`config.mk`:
```
export PLATFORM = sky130hd
export DESIGN_NAME = active_block_arbiter
export DESIGN_NICKNAME = d
export VERILOG_FILES = /design/src/rtl/active_block_arbiter.sv
export SDC_FILE = /design/constraint.sdc
export NUM_CORES = 1
export LEC_CHECK = 0
export CELL_PAD_IN_SITES_DETAIL_PLACEMENT = 1
export CELL_PAD_IN_SITES_GLOBAL_PLACEMENT = 2
export CORE_MARGIN = 5
export CORE_UTILIZATION = 27
export DETAILED_ROUTE_END_ITERATION = 8
export PLACE_DENSITY_LB_ADDON = 0.15
export SYNTH_ARGS = -nofsm -noshare
export SYNTH_HDL_FRONTEND = slang
export SYNTH_SLANG_ARGS = --single-unit
export TNS_END_PERCENT = 10
```
`constraint.sdc`:
```
create_clock -name uc_clk -period 4.7 [get_ports uc_clk]
set_clock_uncertainty 0.2 [all_clocks]
set_input_delay 0.94 -clock uc_clk [delete_from_list [all_inputs] [get_ports uc_clk]]
set_output_delay 0.94 -clock uc_clk [all_outputs]
set_load 0.01 [all_outputs]
```
`src/rtl/active_block_arbiter.sv`:
```
// Round-robin arbiter that gives one requester at a time the active block's
// block-transfer-to-host channel. It sequences start, byte streaming, drain and completion or timeout.
module active_block_arbiter #(
  parameter int NUM_REQ   = 4,
  parameter int ADDR_BASE = 0,
  parameter int TIMEOUT   = 1023
) (
  input  logic                   uc_clk,
  input  logic                   uc_reset,
  input  logic [NUM_REQ-1:0]     req,
  input  logic [NUM_REQ*8-1:0]   req_len,
  input  logic [NUM_REQ*8-1:0]   req_data,
  output logic [NUM_REQ-1:0]     grant,
  output logic [NUM_REQ-1:0]     byte_taken,
  output logic [NUM_REQ-1:0]     done,
  output logic [NUM_REQ-1:0]     err,
  output logic                   start_transfer,
  output logic [2:0]             uc_addr,
  output logic [7:0]             uc_length,
  output logic [7:0]             transfer_to_host,
  input  logic                   transfer_ready,
  input  logic                   transfer_busy
);

  localparam int IDXW = (NUM_REQ > 1) ? $clog2(NUM_REQ) : 1;
  localparam logic [IDXW:0]   NUM_REQ_W = (IDXW+1)'(NUM_REQ);
  localparam logic [IDXW-1:0] PTR_INIT  = IDXW'(NUM_REQ - 1);
  localparam logic [9:0]      TMO_LAST  = 10'(TIMEOUT - 1);

  typedef enum logic [2:0] {IDLE, START, XFER, DRAIN, FINISH} state_t;

  state_t             state_reg, state_next;
  logic [IDXW-1:0]    ptr_reg, ptr_next;
  logic [IDXW-1:0]    idx_reg, idx_next;
  logic [NUM_REQ-1:0] grant_reg, grant_next;
  logic [2:0]         uc_addr_reg, uc_addr_next;
  logic [7:0]         uc_length_reg, uc_length_next;
  logic [7:0]         byte_cnt_reg, byte_cnt_next;
  logic [9:0]         tmo_cnt_reg, tmo_cnt_next;
  logic               drain_cnt_reg, drain_cnt_next;
  logic               start_reg, start_next;
  logic [NUM_REQ-1:0] done_reg, done_next;
  logic [NUM_REQ-1:0] err_reg, err_next;

  logic [7:0] len_arr  [NUM_REQ];
  logic [7:0] data_arr [NUM_REQ];

  generate
    for (genvar gi = 0; gi < NUM_REQ; gi++) begin : g_slice
      assign len_arr[gi]  = req_len[8*gi +: 8];
      assign data_arr[gi] = req_data[8*gi +: 8];
    end
  endgenerate

  // Scan from the farthest candidate to the nearest so the nearest requester after ptr wins.
  logic [IDXW-1:0] sel_idx;
  logic            sel_valid;
  logic [IDXW:0]   cand;

  always_comb begin
    sel_idx   = '0;
    sel_valid = 1'b0;
    cand      = '0;
    for (int k = NUM_REQ; k >= 1; k--) begin
      cand = {1'b0, ptr_reg} + (IDXW+1)'(k);
      if (cand >= NUM_REQ_W) begin
        cand = cand - NUM_REQ_W;
      end
      if (req[cand[IDXW-1:0]]) begin
        sel_idx   = cand[IDXW-1:0];
        sel_valid = 1'b1;
      end
    end
  end

  logic [7:0] byte_inc;
  logic [9:0] tmo_inc;

  assign byte_inc = byte_cnt_reg + 8'd1;
  assign tmo_inc  = tmo_cnt_reg + 10'd1;

  always_comb begin
    state_next     = state_reg;
    ptr_next       = ptr_reg;
    idx_next       = idx_reg;
    grant_next     = grant_reg;
    uc_addr_next   = uc_addr_reg;
    uc_length_next = uc_length_reg;
    byte_cnt_next  = byte_cnt_reg;
    tmo_cnt_next   = tmo_cnt_reg;
    drain_cnt_next = drain_cnt_reg;
    start_next     = 1'b0;
    done_next      = '0;
    err_next       = '0;

    case (state_reg)
      IDLE: begin
        if (sel_valid) begin
          ptr_next            = sel_idx;
          idx_next            = sel_idx;
          grant_next          = '0;
          grant_next[sel_idx] = 1'b1;
          uc_addr_next        = 3'(ADDR_BASE) + 3'(sel_idx);
          uc_length_next      = len_arr[sel_idx];
          state_next          = (len_arr[sel_idx] == 8'd0) ? FINISH : START;
        end
      end

      START: begin
        start_next    = 1'b1;
        byte_cnt_next = '0;
        tmo_cnt_next  = '0;
        state_next    = XFER;
      end

      XFER: begin
        if (transfer_ready) begin
          byte_cnt_next = byte_inc;
          tmo_cnt_next  = '0;
          if (byte_inc == uc_length_reg) begin
            drain_cnt_next = 1'b0;
            state_next     = DRAIN;
          end
        end else if (tmo_cnt_reg == TMO_LAST) begin
          err_next       = grant_reg;
          grant_next     = '0;
          uc_addr_next   = '0;
          uc_length_next = '0;
          tmo_cnt_next   = '0;
          state_next     = IDLE;
        end else begin
          tmo_cnt_next = tmo_inc;
        end
      end

      // drain_cnt_reg guarantees two cycles here before busy is trusted.
      DRAIN: begin
        if (drain_cnt_reg && !transfer_busy) begin
          state_next = FINISH;
        end else if (tmo_cnt_reg == TMO_LAST) begin
          err_next       = grant_reg;
          grant_next     = '0;
          uc_addr_next   = '0;
          uc_length_next = '0;
          tmo_cnt_next   = '0;
          state_next     = IDLE;
        end else begin
          drain_cnt_next = 1'b1;
          tmo_cnt_next   = tmo_inc;
        end
      end

      FINISH: begin
        done_next      = grant_reg;
        grant_next     = '0;
        uc_addr_next   = '0;
        uc_length_next = '0;
        state_next     = IDLE;
      end

      default: begin
        state_next = IDLE;
      end
    endcase
  end

  always_ff @(posedge uc_clk) begin
    if (!uc_reset) begin
      state_reg     <= IDLE;
      ptr_reg       <= PTR_INIT;
      idx_reg       <= '0;
      grant_reg     <= '0;
      uc_addr_reg   <= '0;
      uc_length_reg <= '0;
      byte_cnt_reg  <= '0;
      tmo_cnt_reg   <= '0;
      drain_cnt_reg <= 1'b0;
      start_reg     <= 1'b0;
      done_reg      <= '0;
      err_reg       <= '0;
    end else begin
      state_reg     <= state_next;
      ptr_reg       <= ptr_next;
      idx_reg       <= idx_next;
      grant_reg     <= grant_next;
      uc_addr_reg   <= uc_addr_next;
      uc_length_reg <= uc_length_next;
      byte_cnt_reg  <= byte_cnt_next;
      tmo_cnt_reg   <= tmo_cnt_next;
      drain_cnt_reg <= drain_cnt_next;
      start_reg     <= start_next;
      done_reg      <= done_next;
      err_reg       <= err_next;
    end
  end

  assign grant            = grant_reg;
  assign done             = done_reg;
  assign err              = err_reg;
  assign start_transfer   = start_reg;
  assign uc_addr          = uc_addr_reg;
  assign uc_length        = uc_length_reg;
  assign byte_taken       = (state_reg == XFER && transfer_ready) ? grant_reg : '0;
  assign transfer_to_host = (state_reg == XFER) ? data_arr[idx_reg] : 8'd0;

endmodule

```
==> flow_summary.yaml, run 1 <==
power:
  leakagePower_nw: 1.63
  p_int_w: 0.000885
  seqPwrFrac_pct: 39.3
  powerDensity_nw_per_um2: 309
  fin_total_pwr_w: 0.00133
  ir_worst_vdd_v: 0.000111
  power.switching_w: 0.000448
  clockPowerShare_pct: 24.3
  p_sw_share_pct: 33.6
  p_comb_share_pct: 36.4
global_routing:
  grt-ovfl-total: 0
  grt_max_degree: 25
  grt_pass1_wl_mm: 15.2
  grt_use_total_pct: 14.2
  antenna_found_initial: 0
  grt_pass1_vias: 3051
floorplan:
  core-area_um2: 10900
  boundaryPins: 108
  fp.dieW_um: 116
  start_util_pct: 27.6
  rows: 38
  fp.dieArea_um2: 13400
  chipHeight_um: 116
min_path:
  hp-start: "uc_addr[1]"
  hold_class: "flip-flop to flip-flop"
sta:
  rsz0062_at_grt: "false"
  min_period_ns: 3.63
  worst_pin_slew_ns: 0.702
  post-route-period-util_pct: 77.2
  finalSetupTns_ns: 0
  relSlewSlack_pct: 53.2
  setup-violations-final: 0
  fmax_mhz: 275
  slew_violations: 0
  finalHoldViolCount: 0
layout:
  fin_util_pct: 39.6
  fin_nets: 509
  largest_reg_flops: 10
  antenna_cells: 0
  final_cell_mix: "clkdlybuf4s50_1, dfxtp_1, nand2_1, mux2i_1, nor2b_1"
  design_area_um2: 4310
  final_cells: 575
  n_fill_cell: 1267
  final_common_cell: "clkdlybuf4s50_1"
  layout-drive-gt1-share_pct: 8.51
  area_growth_pct: 43.2
worst_setup_path:
  rr_endpoint: "drain_cnt_reg"
  r2r_start: "state_reg[1]"
  cp-endpoint: "transfer_to_host[1]"
  startpoint: "state_reg[1]"
  critical_path_class: "flip-flop to output port"
  reg2reg_slack_ns: 2.29
  endpoint_kind: "output port"
  worstPathRequired_ns: 3.56
  worst-r2r-cell-count: 6
  cp_max_fo: 11
  crit_arrival_ns: 2.49
  critPathLaunchType: "flip-flop"
detailed_routing:
  wirelength_mm: 9.35
  drc_errors: 0
  vias_per_cell: 4.99
  drtPass1Iterations: 4
  postRouteAntennaNets: 0
  drtIter0Drc: 48
  wl_per_cell_um: 16.3
  vias: 2870
status:
  status: "completed"
synth:
  synth_area_leaders: "dfxtp_1, mux2i_1, mux4_2, nor2b_1, nand2_1"
  synth_area_um2: 3010
  synth-seq-area-share_pct: 32.6
  synth_fp_nets: 407
  yosysTopAreaCell: "dfxtp_1"
  yosysTopAreaCellShare_pct: 32.6
  syn_inst: 332
  ys.warnings.count: 0
  synth-edff-count: 0
  synth_ff_type: "dfxtp_1"
  synth-async-reset-ratio_pct: 0
  synth.ff_latch_count: 49
  synth.avg_cell_area_um2: 9.06
  yosysUniqueCellTypes: 57
clock_tree:
  cts.clk_slew.worst_paths_ns: 0.10
  tritoncts: "yes"
  cts_made_buffers: 5
  ctsLongestPathBuffers: 2
  cts_max_level: 2
  cts_resized: 0
  hold_buffers: 0
  cts.sinks: 49
  root_buffer: "clkbuf_8"
  post_cts_buffers: 0
  clk-insertion-delay-late_ns: 0.32
placement:
  dpl_cell_area_um2: 4190
  globalplace.congestion: 0.752
  placed_cells: 567
  dpl.hpwl_mm: 7.59
  port_buffers: 106
job:
  cap_violations: 0
-- layer usage --
metal  vias up  part of all wire (%)  track usage, %
li1       1401                     -               -
met1      1363                    47            17.8
met2       100                    45            24.5
met3         6                   6.7            3.03
met4         0                   1.2            3.99
met5         -                     0               0
-- worst min path at each step --
| stage | end | cells after the start | slack (ns) |
|---|---|---|---|
| CTS | uc_addr[1] | 2 | 0.29 |
| finish | uc_addr[1] | 2 | 0.28 |
| global placement | uc_addr[1] | 2 | 0.27 |
| global route | uc_addr[1] | 2 | 0.32 |
| floorplan | tmo_cnt_reg[5] | 2 | 0.28 |
| detailed placement | uc_addr[1] | 2 | 0.27 |
-- through the flow --
step,setup slack [ns],hold slack (ns)
detailed placement,1.07,0.274
CTS,1.05,0.290
floorplan,2.02,0.280
global route,0.797,0.319
finish,1.07,0.279
global placement,1.09,0.266
-- Yosys cell counts, types with 3 or more instances --
master	number
inv_1	5
a21oi_1	14
a21boi_0	5
nand2b_1	6
nor2_1	21
buf_4	3
nand3_1	10
nand4_1	5
nor3_1	10
nand2_1	30
clkbuf_1	6
o21a_1	4
buf_1	3
a22o_1	7
o21ai_0	7
xnor2_1	8
nor4_1	10
dfxtp_1	49
and3_2	4
mux2i_1	28
and3_1	10
mux4_2	8
nor2b_1	24
ha_1	3
xor2_1	11
and2_1	5
-- worst max-delay path: stages (launching register included) --
cell             delay [ns]
dfxtp_1                0.60
nor2b_1                0.50
nand2b_1               0.32
nor2b_1                0.20
clkdlybuf4s50_1        0.55
-- cells by family after synthesis --
logic type      synth area share, %
compound gates                 13.7
xor+xnor                       5.53
fa+ha+maj                      1.25
buf+inv                        3.41
flops                          32.6
mux                            15.3
other cells                   0.125
simple gates                   28.1
-- power groups by stage --
stage	Combinational [W]	Sequential [W]	Clock (W)
floorplan	0.000314	0.000507	0
global placement	0.000486	0.000533	0
detailed placement	0.000494	0.000535	0
CTS	0.000495	0.000526	0.000338
global route	0.000534	0.000533	0.000354
finish	0.000485	0.000524	0.000325
-- cell type report --
cell class | instances | area, um^2 | share of cell area (%)
clock inverters | 3 | 50.0 | 1.16
multi-input cells | 263 | 1930 | 44.7
repair buffers | 110 | 1090 | 25.3
well taps | 140 | 175 | 4.06
flip-flops and latches | 49 | 981 | 22.8
inverters | 5 | 18.8 | 0.435
clock buffers | 5 | 68.8 | 1.60
Power figures use the tool's default switching activity.
==> inputs of run 2 (changes only) <==
Settings changed: CORE_UTILIZATION 27 to 23.
Clock period 4.7 ns to 3 ns, I/O delays scaled along.
==> run 2 against run 1 <==
Critical path depth unchanged. Register-to-register slack got worse by 1.7 ns. Largest power group is now combinational logic. Power increased by 67%. Critical endpoint is now transfer_to_host[2]. First-iteration DRC count increased by 19%. Hold slack got worse by 0.013 ns. Design area increased by 4.2%. Cell count increased by 7.7%. Non-clock buffer count increased by 12. Clock power increased by 83%. Sequential cell count unchanged. Count of clock-buffer cells in the layout increased by 1. Combinational power increased by 72%.
==> flow_summary.yaml, run 2 (synthesized netlist as in run 1, its figures left out) <==
layout:
  final_common_cell: "clkdlybuf4s50_1"
  final_cell_mix: "clkdlybuf4s50_1, dfxtp_1, nand2_1, mux2i_1, nor2b_1"
  fin_nets: 521
  area_growth_pct: 49.3
  register_area_um2: 981
  largest_reg_flops: 10
  multi_input_area_um2: 1930
  antenna_cells: 0
  design_area_um2: 4490
  n_fill_cell: 1534
  layout-drive-gt1-share_pct: 11.2
min_path:
  hp-start: "uc_addr[1]"
  whs_path_depth: 2
  hold_class: "flip-flop to flip-flop"
  hold_end: "uc_addr[1]"
detailed_routing:
  wl_per_cell_um: 15.5
  drc_errors: 0
  vias_per_cell: 4.61
  postRouteAntennaNets: 0
  wl_met3_um: 543
  routed-wl-met2_mm: 4.43
  m1WireLength_mm: 4.53
  drtIter0Drc: 57
  drtPass1Iterations: 4
  vias: 2854
  top_layer_used: "met4"
  wirelength_mm: 9.62
global_routing:
  grt_max_degree: 18
  antenna_found_initial: 0
  grt-ovfl-total: 0
  grt_pass1_vias: 3041
  grt_use_total_pct: 12.3
  grt_pass1_wl_mm: 15.8
power:
  leakagePower_nw: 1.71
  ir_worst_vdd_v: 0.000228
  powerDensity_nw_per_um2: 496
  fin_total_pwr_w: 0.00223
sta:
  fmax_mhz: 344
  rsz0062_at_grt: "false"
  fin_ws_ns: 0.0972
  min_period_ns: 2.90
  post-route-period-util_pct: 96.8
  worst_pin_slew_ns: 0.515
  setup-violations-final: 0
  relSlewSlack_pct: 65.6
  finalHoldViolCount: 0
  slew_violations: 0
  finalSetupTns_ns: 0
worst_setup_path:
  cp_max_fo: 1
  startpoint: "req_data[18]"
  cp_cell_sequence: "clkdlybuf4s50_1 -> mux4_2 -> nor2b_1 -> clkdlybuf4s50_1"
  critPathLaunchType: "input port"
  cp_slowest_cell: "clkdlybuf4s50_1"
  crit_arrival_ns: 2.10
  critical_path.top_delay_family: "buffers and inverters"
  crit_buf_inv: 2
  critical_path.max_stage_delay_ns: 0.50
  worstPathRequired_ns: 2.20
  endpoint_kind: "output port"
  rr_endpoint: "drain_cnt_reg"
  cp_common_cell: "clkdlybuf4s50_1"
  r2r_start: "byte_cnt_reg[0]"
  critical_path_class: "input port to output port"
  worst-r2r-cell-count: 7
  reg2reg_slack_ns: 0.64
floorplan:
  chipHeight_um: 124
  rows: 41
  core-area_um2: 12700
  boundaryPins: 108
  fp.dieW_um: 124
  start_util_pct: 23.7
  fp.dieArea_um2: 15500
clock_tree:
  cts_resized: 0
  post_cts_buffers: 0
  cts_made_buffers: 5
  hold_buffers: 0
  cts.sinks: 49
  ctsLongestPathBuffers: 2
  clk-insertion-delay-late_ns: 0.30
  cts_max_level: 2
  tritoncts: "yes"
  cts.clk_slew.worst_paths_ns: 0.07
  root_buffer: "clkbuf_16"
placement:
  port_buffers: 106
  dpl.hpwl_mm: 7.99
  dp_slack_ns: 0.0501
  globalplace.congestion: 0.803
  dpl_cell_area_um2: 4330
status:
  status: "completed"
job:
  cap_violations: 0
-- run 2: how the worst max path moves through the flow --
stage	to	cells past startpoint
after global placement	byte_taken[2]	4
after global routing	transfer_to_host[4]	4
after CTS	byte_taken[2]	4
final	transfer_to_host[2]	4
after floorplan	transfer_to_host[0]	3
after detailed placement	byte_taken[2]	4
-- run 2: tightest hold or removal path, stage by stage (launching register included) --
cell and delay [ns]:
dfxtp_1 0.31, nand2_1 0.04, a21boi_0 0.06
-- run 2: power breakdown --
group          internal [W]  switching, W  total (W)
clock network      0.000335      0.000261   0.000596
logic              0.000460      0.000373   0.000833
registers          0.000713     0.0000845   0.000798
-- run 2: per-layer routing --
| layer | up-vias | GRT usage (%) |
|---|---|---|
| met5 | - | 0 |
| met4 | 0 | 3.48 |
| met3 | 6 | 3.22 |
| met2 | 94 | 20.6 |
| met1 | 1320 | 15.7 |
| li1 | 1434 | - |
-- run 2: cell type report --
type	instances	area share, %
multi-input cells	263	42.9
clock inverters	2	0.362
clock buffers	6	3.09
well taps	172	4.79
repair buffers	122	26.6
inverters	5	0.418
flip-flops and latches	49	21.8
-- run 2: stage by stage --
step                utilization [%]  hold WS (ns)  instances
detailed placement             34.1         0.266        611
global placement               34.1         0.262        611
global route                   35.3         0.304        619
CTS                            35.3         0.276        619
finish                         35.3         0.266        619
floorplan                         -         0.280        332
